--- src/rtl/tv80_pkg.sv ---
// tv80_pkg: shared state encoding, pair indices and default bank mask
package tv80_pkg;
    typedef enum logic {ST_CLEAR, ST_IDLE} state_t;
    localparam logic [2:0] REG_BC = 3'd0;
    localparam logic [2:0] REG_DE = 3'd1;
    localparam logic [2:0] REG_HL = 3'd2;
    localparam logic [2:0] REG_IX = 3'd3;
    localparam logic [2:0] REG_IY = 3'd7;
    localparam logic [7:0] XMASK_DEF = 8'b0000_0111;
endpackage

--- src/rtl/tv80_regfile_bank_if.sv ---
// tv80_regfile_bank_if: register file command/read bus with master and slave views
interface tv80_regfile_bank_if #(
    parameter int DW = 8,
    parameter int AW = 3
);
    logic          CEN;
    logic [AW-1:0] AddrA, AddrB, AddrC;
    logic [DW-1:0] DIH, DIL;
    logic          WEH, WEL, EXX;
    logic [DW-1:0] DOAH, DOAL, DOBH, DOBL, DOCH, DOCL;
    logic          alt_sel, busy;
    modport master (
        output CEN, AddrA, AddrB, AddrC, DIH, DIL, WEH, WEL, EXX,
        input  DOAH, DOAL, DOBH, DOBL, DOCH, DOCL, alt_sel, busy
    );
    modport slave (
        input  CEN, AddrA, AddrB, AddrC, DIH, DIL, WEH, WEL, EXX,
        output DOAH, DOAL, DOBH, DOBL, DOCH, DOCL, alt_sel, busy
    );
endinterface

--- src/rtl/tv80_regfile_half.sv ---
// tv80_regfile_half: one DW-wide half array, one write port, three asynchronous reads
module tv80_regfile_half #(
    parameter int DW = 8,
    parameter int IW = 4
) (
    input  logic          clk,
    input  logic          we,
    input  logic [IW-1:0] waddr,
    input  logic [DW-1:0] wdata,
    input  logic [IW-1:0] raddr [3],
    output logic [DW-1:0] rdata [3]
);
    logic [DW-1:0] mem_q [2**IW];
    // storage write; clearing after reset is driven by the owner's sweep
    always_ff @(posedge clk) begin
        if (we) mem_q[waddr] <= wdata;
    end
    // zero-latency read ports
    always_comb begin
        for (int i = 0; i < 3; i++) rdata[i] = mem_q[raddr[i]];
    end
endmodule

--- src/rtl/tv80_regfile_bank.sv ---
// tv80_regfile_bank: banked register-pair file with EXX exchange and post-reset clear sweep; TV80_REGFILE_BYPASS_EN enables same-cycle write forwarding
module tv80_regfile_bank
    import tv80_pkg::*;
#(
    parameter int              DW    = 8,
    parameter int              NREGS = 8,
    parameter int              AW    = 3,
    parameter logic [NREGS-1:0] XMASK = XMASK_DEF
) (
    input logic               clk,
    input logic               reset,
    tv80_regfile_bank_if.slave bus
);
    state_t        state_q, state_d;
    logic [AW:0]   idx_q, idx_d;
    logic          alt_q, alt_d;
    logic          busy, op_en, byp_h, byp_l, we_h, we_l;
    logic [AW:0]   wa;
    logic [AW:0]   ra [3];
    logic [AW-1:0] addr [3];
    logic [DW-1:0] wd_h, wd_l;
    logic [DW-1:0] rh [3], rl [3], oh [3], ol [3];

    assign busy  = state_q == ST_CLEAR;
    assign op_en = bus.CEN & ~busy;

`ifdef TV80_REGFILE_BYPASS_EN
    assign byp_h = op_en & bus.WEH;
    assign byp_l = op_en & bus.WEL;
`else
    assign byp_h = 1'b0;
    assign byp_l = 1'b0;
`endif

    // sweep advance and bank toggle; both only move on enabled cycles
    always_comb begin
        state_d = state_q;
        idx_d   = idx_q;
        if (bus.CEN && busy) begin
            idx_d   = idx_q + 1'b1;
            state_d = &idx_q ? ST_IDLE : ST_CLEAR;
        end
        alt_d = (op_en && bus.EXX) ? ~alt_q : alt_q;
    end

    // write port: sweep zeroes by raw index, normal writes use the pre-toggle bank
    always_comb begin
        wa      = busy ? idx_q : {alt_q & XMASK[bus.AddrA], bus.AddrA};
        we_h    = ~reset & bus.CEN & (busy | bus.WEH);
        we_l    = ~reset & bus.CEN & (busy | bus.WEL);
        wd_h    = busy ? '0 : bus.DIH;
        wd_l    = busy ? '0 : bus.DIL;
        addr[0] = bus.AddrA;
        addr[1] = bus.AddrB;
        addr[2] = bus.AddrC;
        for (int i = 0; i < 3; i++) ra[i] = {alt_q & XMASK[addr[i]], addr[i]};
    end

    // read outputs: blanked while sweeping, optionally forwarded from the write port
    always_comb begin
        for (int i = 0; i < 3; i++) begin
            oh[i] = busy ? '0 : (byp_h && ra[i] == wa) ? bus.DIH : rh[i];
            ol[i] = busy ? '0 : (byp_l && ra[i] == wa) ? bus.DIL : rl[i];
        end
    end

    // state registers
    always_ff @(posedge clk) begin
        if (reset) begin
            state_q <= ST_CLEAR;
            idx_q   <= '0;
            alt_q   <= 1'b0;
        end else begin
            state_q <= state_d;
            idx_q   <= idx_d;
            alt_q   <= alt_d;
        end
    end

    tv80_regfile_half #(.DW(DW), .IW(AW + 1)) u_h (
        .clk(clk), .we(we_h), .waddr(wa), .wdata(wd_h), .raddr(ra), .rdata(rh)
    );
    tv80_regfile_half #(.DW(DW), .IW(AW + 1)) u_l (
        .clk(clk), .we(we_l), .waddr(wa), .wdata(wd_l), .raddr(ra), .rdata(rl)
    );

    assign bus.DOAH    = oh[0];
    assign bus.DOAL    = ol[0];
    assign bus.DOBH    = oh[1];
    assign bus.DOBL    = ol[1];
    assign bus.DOCH    = oh[2];
    assign bus.DOCL    = ol[2];
    assign bus.alt_sel = alt_q;
    assign bus.busy    = busy;
endmodule

--- src/flat_wrapper.sv ---
// flat-port wrapper written by rule: the top's interface ports become plain ports
module tv80_regfile_bank_flat import tv80_pkg::*;
#(
    parameter int              DW    = 8,
    parameter int              NREGS = 8,
    parameter int              AW    = 3,
    parameter logic [NREGS-1:0] XMASK = XMASK_DEF
)
  (clk, reset, bus_CEN, bus_AddrA, bus_AddrB, bus_AddrC, bus_DIH, bus_DIL, bus_WEH, bus_WEL, bus_EXX, bus_DOAH, bus_DOAL, bus_DOBH, bus_DOBL, bus_DOCH, bus_DOCL, bus_alt_sel, bus_busy);
  tv80_regfile_bank_if #(.DW(DW), .AW(AW)) bus_i ();
  input logic clk;
  input logic reset;
  input wire logic [$bits(bus_i.CEN)-1:0] bus_CEN;
  input wire logic [$bits(bus_i.AddrA)-1:0] bus_AddrA;
  input wire logic [$bits(bus_i.AddrB)-1:0] bus_AddrB;
  input wire logic [$bits(bus_i.AddrC)-1:0] bus_AddrC;
  input wire logic [$bits(bus_i.DIH)-1:0] bus_DIH;
  input wire logic [$bits(bus_i.DIL)-1:0] bus_DIL;
  input wire logic [$bits(bus_i.WEH)-1:0] bus_WEH;
  input wire logic [$bits(bus_i.WEL)-1:0] bus_WEL;
  input wire logic [$bits(bus_i.EXX)-1:0] bus_EXX;
  output wire logic [$bits(bus_i.DOAH)-1:0] bus_DOAH;
  output wire logic [$bits(bus_i.DOAL)-1:0] bus_DOAL;
  output wire logic [$bits(bus_i.DOBH)-1:0] bus_DOBH;
  output wire logic [$bits(bus_i.DOBL)-1:0] bus_DOBL;
  output wire logic [$bits(bus_i.DOCH)-1:0] bus_DOCH;
  output wire logic [$bits(bus_i.DOCL)-1:0] bus_DOCL;
  output wire logic [$bits(bus_i.alt_sel)-1:0] bus_alt_sel;
  output wire logic [$bits(bus_i.busy)-1:0] bus_busy;
  assign bus_i.CEN = bus_CEN;
  assign bus_i.AddrA = bus_AddrA;
  assign bus_i.AddrB = bus_AddrB;
  assign bus_i.AddrC = bus_AddrC;
  assign bus_i.DIH = bus_DIH;
  assign bus_i.DIL = bus_DIL;
  assign bus_i.WEH = bus_WEH;
  assign bus_i.WEL = bus_WEL;
  assign bus_i.EXX = bus_EXX;
  assign bus_DOAH = bus_i.DOAH;
  assign bus_DOAL = bus_i.DOAL;
  assign bus_DOBH = bus_i.DOBH;
  assign bus_DOBL = bus_i.DOBL;
  assign bus_DOCH = bus_i.DOCH;
  assign bus_DOCL = bus_i.DOCL;
  assign bus_alt_sel = bus_i.alt_sel;
  assign bus_busy = bus_i.busy;
  tv80_regfile_bank #(.DW(DW), .NREGS(NREGS), .AW(AW), .XMASK(XMASK)) u_core (.clk(clk), .reset(reset), .bus(bus_i));
endmodule
--- config.mk ---
export PLATFORM = sky130hd
export DESIGN_NAME = tv80_regfile_bank_flat
export DESIGN_NICKNAME = d
export VERILOG_FILES = /design/src/rtl/tv80_pkg.sv /design/src/rtl/tv80_regfile_bank_if.sv /design/src/rtl/tv80_regfile_half.sv /design/src/rtl/tv80_regfile_bank.sv /design/src/flat_wrapper.sv
export SDC_FILE = /design/constraint.sdc
export NUM_CORES = 1
export LEC_CHECK = 0
export BUFFER_PORTS_ARGS = -buffer_cell sky130_fd_sc_hd__buf_2
export CORE_AREA = 4 4 147 149
export CTS_CLUSTER_DIAMETER = 80
export DETAILED_ROUTE_END_ITERATION = 12
export DIE_AREA = 0 0 151 153
export PLACE_DENSITY = 0.84
export SYNTH_ARGS = -nofsm -noshare
export SYNTH_HDL_FRONTEND = slang
export SYNTH_SLANG_ARGS = --single-unit
--- constraint.sdc ---
create_clock -name clk -period 4.6 [get_ports clk]
set_input_delay 0.92 -clock clk [delete_from_list [all_inputs] [get_ports clk]]
set_output_delay 0.92 -clock clk [all_outputs]
set_load 0.01 [all_outputs]
# After elaboration in Yosys (flattened, before gate mapping)

Memories as Yosys holds them, arrays and structs flattened.
Index checks and enable logic that the tools add are counted.

Add/subtract/negate cells: 1
$lt $le $gt $ge: 3
Multiplexer cells: 17
Bitwise operators: 12
Reduce and logical (&&, ||, !) cells: 3

Operators by type and width:

| cell                                                       | count |
|---|---|
| 2-to-1 mux 8 bit                                           | 8 |
| less-than comparator 3 x 4 -> 1 bit, second input constant | 3 |
| 2-to-1 mux 1 bit                                           | 8 |
| AND 1 bit                                                  | 7 |
| adder 4 x 1 -> 4 bit, second input constant                | 1 |
| 2-to-1 mux 4 bit                                           | 1 |
| AND reduction 4 bit                                        | 1 |
| inverter 1 bit                                             | 3 |
| logical AND 1 bit                                          | 2 |
| OR 1 bit                                                   | 2 |

Register bits after elaboration: 6
Bits in writable memories: 256
Bits in read-only memories: 24
Memories: 5

Memories:

| name             | words | width | read ports | clocked after Yosys merged registers in | wr ports | RTL line                | source |
|---|---|---|---|---|---|---|---|
| u_core.u_h.mem_q | 16    | 8     | 3          | 0                                       | 1        | tv80_regfile_half.sv:13 | `logic [DW-1:0] mem_q [2**IW];` |
| u_core.u_l.mem_q | 16    | 8     | 3          | 0                                       | 1        | tv80_regfile_half.sv:13 |  |
| (no name shown)  | 8     | 1     | 1          | 0                                       | 0        | tv80_regfile_bank.sv:56 | `for (int i = 0; i < 3; i++) ra[i] = {alt_q & XMASK[addr[i]], addr[i]};` |
| (no name shown)  | 8     | 1     | 1          | 0                                       | 0        | tv80_regfile_bank.sv:56 |  |
| (no name shown)  | 8     | 1     | 1          | 0                                       | 0        | tv80_regfile_bank.sv:48 | `wa = busy ? idx_q : {alt_q & XMASK[bus.AddrA], bus.AddrA};` |

# Depth between registers and ports, before layout

Gate-level depths: netlist of run 1.

Depth in word-level cells: 5
Gate-level depth with buffers: 7

# Cells and area by module

A second synthesis of run 1 with hierarchy kept.

Cells, all modules: 832
Area, all modules: 14831.7 µm²

Modules (own cells, without submodules):

| module            | instances | cells each | area an instance (µm²) | seq. area each (µm²) |
|---|---|---|---|---|
| tv80_regfile_half | 2         | 361        | 7026.7                 | 3843.7 |
| tv80_regfile_bank | 1         | 110        | 778.2                  | 120.1 |

# Worst setup path before layout of run 1

OpenSTA, ideal clock, no wires.

Path kind: input to output
Start point: input port bus_AddrA[0]
End point: output port bus_DOAH[0]
Arrival: 1871 ps
Data required time: 3680 ps
Slack: 1809 ps
Cell stages on the path: 5
Path buffers: 2
Path through: buf_6 buf_12 mux4_2 o21ai_1 a21oi_1

Longest elaborated chain between the ends: 5

Ends and longest elaborated chain:

| what                    | RTL line                | source |
|---|---|---|
| start, declared         | flat_wrapper.sv:14      | `input wire logic [$bits(bus_i.AddrA)-1:0] bus_AddrA;` |
| memory (8 x 1 bit)      | n/a                     |  |
| 2-to-1 mux 1 bit        | n/a                     |  |
| AND 1 bit               | n/a                     |  |
| memory (16 x 8 bit) (*) | n/a                     |  |
| 2-to-1 mux 8 bit (*)    | tv80_regfile_bank.sv:62 | `oh[i] = busy ? '0 : (byp_h && ra[i] == wa) ? bus.DIH : rh[i];` |
| end, declared           | flat_wrapper.sv:22      | `output wire logic [$bits(bus_i.DOAH)-1:0] bus_DOAH;` |

Every way passes the cells marked *; elsewhere a longest branch is shown, timed or not. The select of a mux whose other input is x is not followed.

# Final worst setup path of run 1

Start point: input port bus_AddrB[0]
End point: output port bus_DOBH[5]

Longest elaborated chain between the ends: 5

Ends and longest elaborated chain:

| what                                   | RTL line                | source |
|---|---|---|
| start, declared                        | flat_wrapper.sv:15      | `input wire logic [$bits(bus_i.AddrB)-1:0] bus_AddrB;` |
| memory (8 x 1 bit)                     | n/a                     |  |
| 2-to-1 mux 1 bit (implied by the code) | tv80_regfile_bank.sv:56 |  |
| AND 1 bit                              | tv80_regfile_bank.sv:56 |  |
| memory (16 x 8 bit) (*)                | n/a                     |  |
| 2-to-1 mux 8 bit (*)                   | tv80_regfile_bank.sv:62 |  |
| end, declared                          | flat_wrapper.sv:24      | `output wire logic [$bits(bus_i.DOBH)-1:0] bus_DOBH;` |

Marks and branches as above.

==> impl_metrics.toml, run 1 <==
[outcome]
status = "finished, final reports clean"

[power]
total_power_mw = 3.592
power.density_nw_per_um2 = 297.5
power_leakage_nw = 4.280
peakVddDrop_mv = 0.2952

[placed_design]
dpl-instance-area_um2 = 11520
hpwl_um = 18690
place.gp.congestion = 0.8838
port-buffer-count = 80

[worst_setup_path]
cp-end-kind = "primary output"
max_stage_delay_ns = 0.61
crit_fanout = 66
worst-path-buf-inv = 3
critPathRequiredTime_ns = 3.68
cp_cell_sequence = "buf_4, buf_4, mux4_2, o21ai_1, a21oi_1, buf_2"
critPathMostFrequentCell = "buf_4"
arrival_ns = 2.80
crit_type = "primary input to primary output"
slowest_stage = "buf_4"
reg2reg_depth = 3
cp-start-kind = "primary input"
crit_cells = 6
crit_family = "buffers and inverters"

[die]
top_level_ports = 81
start_util = 0.5489
coreArea_um2 = 20170
fp.dieW_um = 151
die_h_um = 153
rows = 52
dieArea_um2 = 23100

[clock_network]
clock-sinks = 182
clk_pin_slew_ns = 0.07
clock_path_buffers = 2
cts_made_buffers = 17
cts_setup_buffers = 0
clk_latency_ns = 0.44
ctsHtreeMaxLevel = 4
cts_root_buffer = "clkbuf_16"
cts_tree = "built"
hold_buffers = 0
cts_resized = 0

[grt]
grt_overflow = 0
grt_pass1_wl_um = 45820
grt_usage = 0.2579
grt_max_degree = 102
grt_pass1_vias = 8173
antenna_found_initial = 0

[route]
viasPerCell = 6.841
drt-initial-drc-count = 1433
finalWirelength_um = 29830
ant_nets = 0
drtPass1Iterations = 5
vias = 8585
drc_errors = 0
avgRoutedWirePerCell_um = 23.77

[finish]
diodes = 0
num-fill-cells = 1540
area_growth_pct = 9.075
final_util = 0.5988
drive_gt1_frac = 0.2437
fin_nets = 1004
multi_input_area_um2 = 5072
regArea_um2 = 5410
fin_area_um2 = 12080

[yosys]
synth_seq_cells = 182
synth-edff-count = 176
seq_area_frac_synth = 0.4882
async_flop_share = 0
yosys-top-cells-area = "edfxtp_1 48%, mux4_2 9.2%, a21oi_1 6.6%, mux2_2 4.9%, mux2i_1 4.4%"
synth_warnings = 0
yosys.area.top_type_share = 0.4773
synth_cell_type_count = 42
syn_area_per_cell_um2 = 11.77
synth_nets = 973
syn-cell-area_um2 = 11070
synthCells = 941
post-synth-top-area-cell = "edfxtp_1"
ys.flop_type = "edfxtp_1"

[run]
drv_cap = 0

[timing]
max_slew_margin = 0.2227
fin_setup_tns_ns = 0
finalCritPeriodShare = 0.8095
finalMaxSlewViolations = 0
max_freq_ghz = 0.2685
finalHoldViolations = 0
fin_worst_skew_ns = 0.01067
worst_pin_slew_ns = 1.166
fin_crit_ns = 3.724
hold-worst-slack_ns = 0.5319
setup_violations = 0
rsz0062_at_grt = "no"

[min_path]
worstHoldPathCells = 2
min_path_type = "flip-flop to flip-flop"
report_power, final:
group	switching, mW	internal [mW]
clock network	0.684	0.717
logic	0.206	0.164
registers	0.0140	1.81
final timing paths:
check	slack, ns	to	from
min	0.53	u_core.state_q$_SDFFE_PP0P_	u_core.idx_q[3]$_SDFFE_PP0P_
max	0.88	bus_DOBH[5]	bus_AddrB[0]
max reg2reg	1.68	u_core.u_h.mem_q[5][7]$_DFFE_PP_	u_core.state_q$_SDFFE_PP0P_
min reg2reg	0.53	u_core.state_q$_SDFFE_PP0P_	u_core.idx_q[3]$_SDFFE_PP0P_
worst register-to-register path, delay by kind of cell (launching register included):
kind / cells / cell delay, ns
DFF: 1 / 0.87
AOI/OAI and AO/OA: 1 / 0.30
buffers and inverters: 1 / 0.46
and+or+nand+nor: 1 / 0.91
area by class of cell:
cell class | instances | area share
inverter | 5 | 0.001554
sequential | 182 | 0.4480
multi-input combinational | 659 | 0.4200
timing repair buffer | 107 | 0.05636
tap | 270 | 0.02797
clock inverter | 15 | 0.01088
clock buffer | 17 | 0.03523
metal layers:
metal	vias to the layer above	global-route usage	share of wire
li1	3716	-	-
met1	4120	0.3512	0.38
met2	640	0.3958	0.47
met3	109	0.05893	0.11
met4	0	0.1161	0.044
met5	-	0	0
cell usage after synthesis, types with 3 or more instances:
| cell type | n |
|---|---|
| buf_6 | 9 |
| mux4_1 | 3 |
| o21ai_1 | 52 |
| mux4_2 | 45 |
| mux2i_1 | 49 |
| o21ai_0 | 44 |
| clkbuf_1 | 39 |
| nand3b_1 | 48 |
| buf_12 | 3 |
| nor2_1 | 30 |
| and3_1 | 49 |
| nand2b_1 | 51 |
| buf_4 | 8 |
| nand2_1 | 9 |
| o22ai_1 | 48 |
| and2_1 | 16 |
| xor2_1 | 3 |
| inv_1 | 3 |
| buf_8 | 3 |
| a21oi_1 | 145 |
| mux2_2 | 48 |
| edfxtp_1 | 176 |
| buf_2 | 31 |
| dfxtp_1 | 6 |
layout by cell type (no fill, tap or decap), types with 2 or more instances in the layout:
master and count:
nor2_1 30, mux2_2 48, clkinv_2 2, nand2_1 9, mux2i_1 49, nand4_1 2, mux4_1 3, buf_4 28
nand3b_1 48, dfxtp_1 4, edfxtp_1 176, a21oi_1 145, o21ai_1 52, and3_1 49, nand2b_1 51, inv_2 2
inv_6 9, inv_8 3, nor2b_1 2, clkbuf_16 17, and2_1 16, inv_1 3, mux4_2 45, buf_2 74
o22ai_1 48, o21a_1 2, xor2_1 3, o21ai_0 44, buf_12 5
cell families after synthesis:
| logic type | after synthesis | synth area share |
|---|---|---|
| AND/OR/NAND/NOR | 211 | 0.1157 |
| AO/OA/AOI/OAI | 298 | 0.1463 |
| multiplexers | 145 | 0.1918 |
| adder cells (fa/ha/maj) | 1 | 0.001130 |
| flip-flops | 182 | 0.4882 |
| buffers and inverters | 100 | 0.05368 |
| XOR/XNOR | 4 | 0.003165 |
sequential cells by signal, summed over array words and instances (netlist names):
signal	count
u_core.u_h.mem_q	88
u_core.idx_q	4
u_core.state_q	1
u_core.bus.alt_sel	1
u_core.u_l.mem_q	88
stage by stage:
stage          cells  setup WS (ns)
6_report        1255         0.8762
5_1_grt         1255         0.7496
4_1_cts         1255         0.8657
3_5_place_dp    1223         0.8615
3_3_place_gp    1223         0.9080
2_1_floorplan    941          1.809
(Power assumes the default switching activity.)
==> run 2, diff against run 1 <==
ABC_AREA = 1   (was default)
CORE_AREA = 4 4 155 157   (was 4 4 147 149)
DIE_AREA = 0 0 159 161   (was 0 0 151 153)
PLACE_DENSITY = 0.83   (was 0.84)
clock period = 3.9 ns   (was 4.6 ns; I/O delays follow)
==> run 2 against run 1 <==
Compared with the run above: die area rose by 11%; via count increased by 41%; synthesized cell count increased by 74%; final area increased by 11%; total power is 29% higher; synthesized area rose by 11%; sequential power grew 28%; first-iteration DRC count increased by 55%; routed wire length up 34%; cell count grew 56%; register-to-register slack worse by 0.27 ns; critical path type unchanged.
==> impl_metrics.toml, run 2 <==
[grt]
grt_pass1_vias = 11320
grt_usage = 0.3068
grt_pass1_wl_um = 62060
grt_max_degree = 117
antenna_found_initial = 1
grt_overflow = 0

[worst_setup_path]
worst-path-buf-inv = 3
reg2reg_slack_ns = 1.41
slowest_stage = "buf_4"
crit_cells = 8
crit_end = "bus_DOAH[6]"
cp-end-kind = "primary output"
arrival_ns = 2.44
critPathRequiredTime_ns = 3.12
reg2reg_depth = 9
crit_type = "primary input to primary output"
r2r-end = "u_core.u_l.mem_q[2][4]$_DFFE_PP_"
crit_family = "buffers and inverters"
cp-start-kind = "primary input"
crit_fanout = 48
crit_start = "bus_AddrA[1]"
cp_cell_sequence = "buf_2, buf_4, nand3_1, nand3_1, nand2_1, nor2_1, nor2_1, buf_2"
rr_startpoint = "u_core.bus.alt_sel$_SDFFE_PP0P_"
max_stage_delay_ns = 0.63

[outcome]
status = "finished, final reports clean"

[yosys]
yosys.area.top_type_share = 0.4703
yosysMostFrequentCell = "nand2_1"
ys.flop_type = "edfxtp_1"
synth_cell_type_count = 23
synthCells = 1635
syn-cell-area_um2 = 12260
synth-edff-count = 192
synth_nets = 1667
yosys-top-cells-area = "edfxtp_1 47%, nand2_1 20%, nand3_1 9.8%, o211ai_1 5.9%, nor2_1 5.5%"
synth_warnings = 0
seq_area_frac_synth = 0.4801
synth_seq_cells = 198
post-synth-top-area-cell = "edfxtp_1"
ys_top_cells_by_count = "662 x nand2_1, 241 x nand3_1, 192 x edfxtp_1"
syn_area_per_cell_um2 = 7.497
async_flop_share = 0

[timing]
finalHoldViolations = 0
fin_crit_ns = 3.225
max_freq_ghz = 0.3101
finalMaxSlewViolations = 0
finalCritPeriodShare = 0.8269
fin_worst_skew_ns = 0.01092
setup_violations = 0
max_slew_margin = 0.3818
fin_setup_tns_ns = 0
worst_pin_slew_ns = 0.9262
rsz0062_at_grt = "no"

[placed_design]
place.gp.congestion = 0.9662
port-buffer-count = 80
hpwl_um = 24330

[clock_network]
clk_latency_ns = 0.45
hold_buffers = 0
cts_setup_buffers = 0
clock_path_buffers = 2
cts_made_buffers = 17
ctsHtreeMaxLevel = 4
clk_pin_slew_ns = 0.07
cts_root_buffer = "clkbuf_16"
clock-sinks = 198
cts_tree = "built"
cts_resized = 0

[finish]
largestRegisters = "u_core.u_h.mem_q (96), u_core.u_l.mem_q (96), u_core.idx_q (4)"
area_growth_pct = 9.717
final_util = 0.5977
final_common_cell = "nand2_1"
final_cell_mix = "662 x nand2_1, 241 x nand3_1, 192 x edfxtp_1, 178 x nor2_1, 96 x o211ai_1"
drive_gt1_frac = 0.1050
fin_nets = 1695
num-fill-cells = 1863

[route]
viasPerCell = 6.160
finalWirelength_um = 40100
avgRoutedWirePerCell_um = 20.44
drtPass1Iterations = 8
drc_errors = 0
ant_nets = 0
drt-initial-drc-count = 2220
vias = 12090

[power]
power_leakage_nw = 5.757
power.density_nw_per_um2 = 344.7
peakVddDrop_mv = 0.3394

[die]
die_h_um = 161
top_level_ports = 81
fp.dieW_um = 159
coreArea_um2 = 22500
dieArea_um2 = 25600
start_util = 0.5447
rows = 55

[min_path]
min_path_type = "flip-flop to flip-flop"

[run]
drv_cap = 0
==> run 2: metal layers <==
metal / share of wire / global-route usage
met1: 0.36 / 0.4170
met2: 0.42 / 0.4460
met3: 0.17 / 0.1092
met4: 0.041 / 0.1333
met5: 0.00062 / 0
==> run 2: layout make-up <==
| cell class | count | area [um^2] | area share |
|---|---|---|---|
| antenna | 1 | 2.502 | 0.0001861 |
| clock buffer | 18 | 429.2 | 0.03191 |
| clock inverter | 14 | 150.1 | 0.01116 |
| inverter | 70 | 262.8 | 0.01954 |
| multi-input combinational | 1247 | 5485 | 0.4079 |
| sequential | 198 | 5887 | 0.4377 |
| tap | 285 | 356.6 | 0.02651 |
| timing repair buffer | 129 | 875.8 | 0.06512 |
==> run 2: power by group <==
group | internal (mW) | total (mW) | switching [mW]
combinational | 0.167 | 0.544 | 0.377
sequential | 2.32 | 2.33 | 0.0142
clock | 0.951 | 1.76 | 0.809
total | 3.44 | 4.64 | 1.20
==> run 2: worst register-to-register path: cells and delay by family (launching register included) <==
kind                   cells  cell delay (ns)
DFF                        1             0.31
and+or+nand+nor            5             1.02
AOI/OAI and AO/OA          1             0.06
buffers and inverters      3             0.81
==> run 2: worst min path at each step <==
| stage | start | end | slack [ns] | cells past startpoint |
|---|---|---|---|---|
| 6_report | u_core.idx_q[3]$_SDFFE_PP0P_ | u_core.state_q$_SDFFE_PP0P_ | 0.49 | 2 |
| 5_1_grt | u_core.idx_q[1]$_SDFFE_PP0P_ | u_core.idx_q[1]$_SDFFE_PP0P_ | 0.53 | 2 |
| 4_1_cts | u_core.idx_q[3]$_SDFFE_PP0P_ | u_core.state_q$_SDFFE_PP0P_ | 0.50 | 2 |
| 3_5_place_dp | u_core.idx_q[3]$_SDFFE_PP0P_ | u_core.state_q$_SDFFE_PP0P_ | 0.48 | 2 |
| 3_3_place_gp | u_core.idx_q[3]$_SDFFE_PP0P_ | u_core.state_q$_SDFFE_PP0P_ | 0.48 | 2 |
| 2_1_floorplan | u_core.idx_q[3]$_SDFFE_PP0P_ | u_core.state_q$_SDFFE_PP0P_ | 0.46 | 2 |
==> run 2: kinds of logic (layout without fill, tap and decap cells) <==
kind of cell	Yosys count	count (layout)	synth area share
and+or+nand+nor	1087	1087	0.3586
DFF	198	198	0.4801
buffers and inverters	190	231	0.07237
AOI/OAI and AO/OA	159	159	0.08788
adders and majority gates	1	1	0.001021
other	0	1	0
==> run 2: per-stage QoR <==
step | total power [mW] | setup WS, ns | std cells | instance area (um^2) | hold WS [ns]
finish | 4.636 | 0.6751 | 1962 | 13450 | 0.4941
global route | 4.776 | 0.6175 | 1961 | 13450 | 0.5344
CTS | 4.610 | 0.7839 | 1961 | 13450 | 0.4953
detailed placement | 2.901 | 0.7867 | 1929 | 12870 | 0.4839
global placement | 2.892 | 0.8102 | 1929 | 12870 | 0.4776
floorplan | 2.758 | 1.414 | 1635 | 12260 | 0.4594
==> run 3, diff against run 2 <==
PLACE_DENSITY = 0.86   (was 0.83)
clock period = 2.95 ns   (was 3.9 ns; I/O delays follow)
==> run 3 against run 2 <==
Compared with the run above: via count increased by 0.91%; flip-flop and latch count unchanged; cell count increased by 0.20%; total power increased by 30%; global-route usage increased by 0.32 points; core utilization increased by 0.22 points; critical endpoint is now bus_DOBH[6].
==> impl_metrics.toml, run 3 (synthesized netlist as in run 2, its figures left out) <==
[clock_network]
cts_made_buffers = 17
ctsHtreeMaxLevel = 4
cts_root_buffer = "clkbuf_16"
cts_setup_buffers = 0
clk_latency_ns = 0.44
cts_resized = 0
hold_buffers = 0
clock_path_buffers = 2
clock-sinks = 198
clk_pin_slew_ns = 0.07
cts_tree = "built"

[finish]
num-fill-cells = 1925
largestRegisters = "u_core.u_h.mem_q (96), u_core.u_l.mem_q (96), u_core.idx_q (4)"
diodes = 0
final_util = 0.5999
area_growth_pct = 10.13
final_cell_mix = "662 x nand2_1, 241 x nand3_1, 192 x edfxtp_1, 178 x nor2_1, 96 x o211ai_1"
fin_cells = 1966
final_common_cell = "nand2_1"
fin_nets = 1701
fin_area_um2 = 13500
drive_gt1_frac = 0.1047

[worst_setup_path]
crit_type = "flip-flop to primary output"
cp_cell_sequence = "inv_1, a21oi_4, inv_2, nand2_1, nor2_1, nor2_1, nor2_1, buf_2"
critPathRequiredTime_ns = 2.36
reg2reg_slack_ns = 0.92
crit_fanout = 16
critPathMostFrequentCell = "nor2_1"
slowest_stage = "a21oi_4"
cp-start-kind = "flip-flop"
cp-end-kind = "primary output"
arrival_ns = 2.26
crit_start = "u_core.bus.alt_sel$_SDFFE_PP0P_"
max_stage_delay_ns = 0.35
rr_startpoint = "u_core.state_q$_SDFFE_PP0P_"

[grt]
grt_pass1_wl_um = 63020
grt_max_degree = 108
grt_pass1_vias = 11680
grt_usage = 0.3100
antenna_found_initial = 1
grt_overflow = 0

[die]
rows = 55
die_h_um = 161
coreArea_um2 = 22500
dieArea_um2 = 25600
fp.dieW_um = 159
start_util = 0.5447
top_level_ports = 81

[power]
power_leakage_nw = 5.766
total_power_mw = 6.004
peakVddDrop_mv = 0.4740
power.density_nw_per_um2 = 444.7

[timing]
hold-worst-slack_ns = 0.3488
max_slew_margin = 0.6423
finalHoldViolations = 0
max_freq_ghz = 0.3506
fin_worst_skew_ns = 0.01256
fin_ws_ns = 0.09757
setup_violations = 0
worst_pin_slew_ns = 0.5366
fin_crit_ns = 2.852
finalMaxSlewViolations = 0
finalCritPeriodShare = 0.9669
fin_setup_tns_ns = 0
rsz0062_at_grt = "no"

[min_path]
min_from = "reset"
min_path_type = "primary input to flip-flop"

[placed_design]
hpwl_um = 25080
place.gp.congestion = 0.9581
pre_cts_ws_ns = 0.3630
port-buffer-count = 80
dp.cells = 1935
dpl-instance-area_um2 = 12970

[outcome]
status = "finished, final reports clean"

[route]
drc_errors = 0
viasPerCell = 6.203
avgRoutedWirePerCell_um = 20.77
ant_nets = 0
drtPass1Iterations = 7
finalWirelength_um = 40830
vias = 12200
drt-initial-drc-count = 2618

[run]
drv_cap = 0
-- run 3: path summary, 6_finish.rpt --
kind | endpoint | depth (start not counted)
max | bus_DOBH[6] | 8
min | u_core.state_q$_SDFFE_PP0P_ | 2
max reg2reg | u_core.u_l.mem_q[4][3]$_DFFE_PP_ | 6
min reg2reg | u_core.idx_q[1]$_SDFFE_PP0P_ | 2
-- run 3: worst max-delay path: cells and delay by family (launching register included) --
kind | cells | cell delay [ns]
and+or+nand+nor | 4 | 0.55
buffers and inverters | 3 | 0.58
DFF | 1 | 0.33
AOI/OAI and AO/OA | 1 | 0.35
-- run 3: final cells by class --
class                      instances  area, um^2  area share
clock buffer                      21       440.4     0.03263
clock inverter                    10       83.83    0.006210
inverter                          70       262.8     0.01946
multi-input combinational       1247        5485      0.4063
sequential                       198        5887      0.4361
tap                              285       356.6     0.02642
timing repair buffer             135       983.4     0.07285
-- run 3: layer usage --
| layer | up-vias | track usage | share of wire |
|---|---|---|---|
| li1 | 5515 | - | - |
| met1 | 5415 | 0.4124 | 0.36 |
| met2 | 1056 | 0.4596 | 0.42 |
| met3 | 207 | 0.1046 | 0.17 |
| met4 | 2 | 0.1467 | 0.046 |
| met5 | - | 0 | 0.00017 |
-- run 3: power by group --
part           internal [mW]  leakage [nW]  switching (mW)
clock                   1.15         0.238            1.01
sequential              3.06          1.74          0.0185
combinational          0.232          3.79           0.527
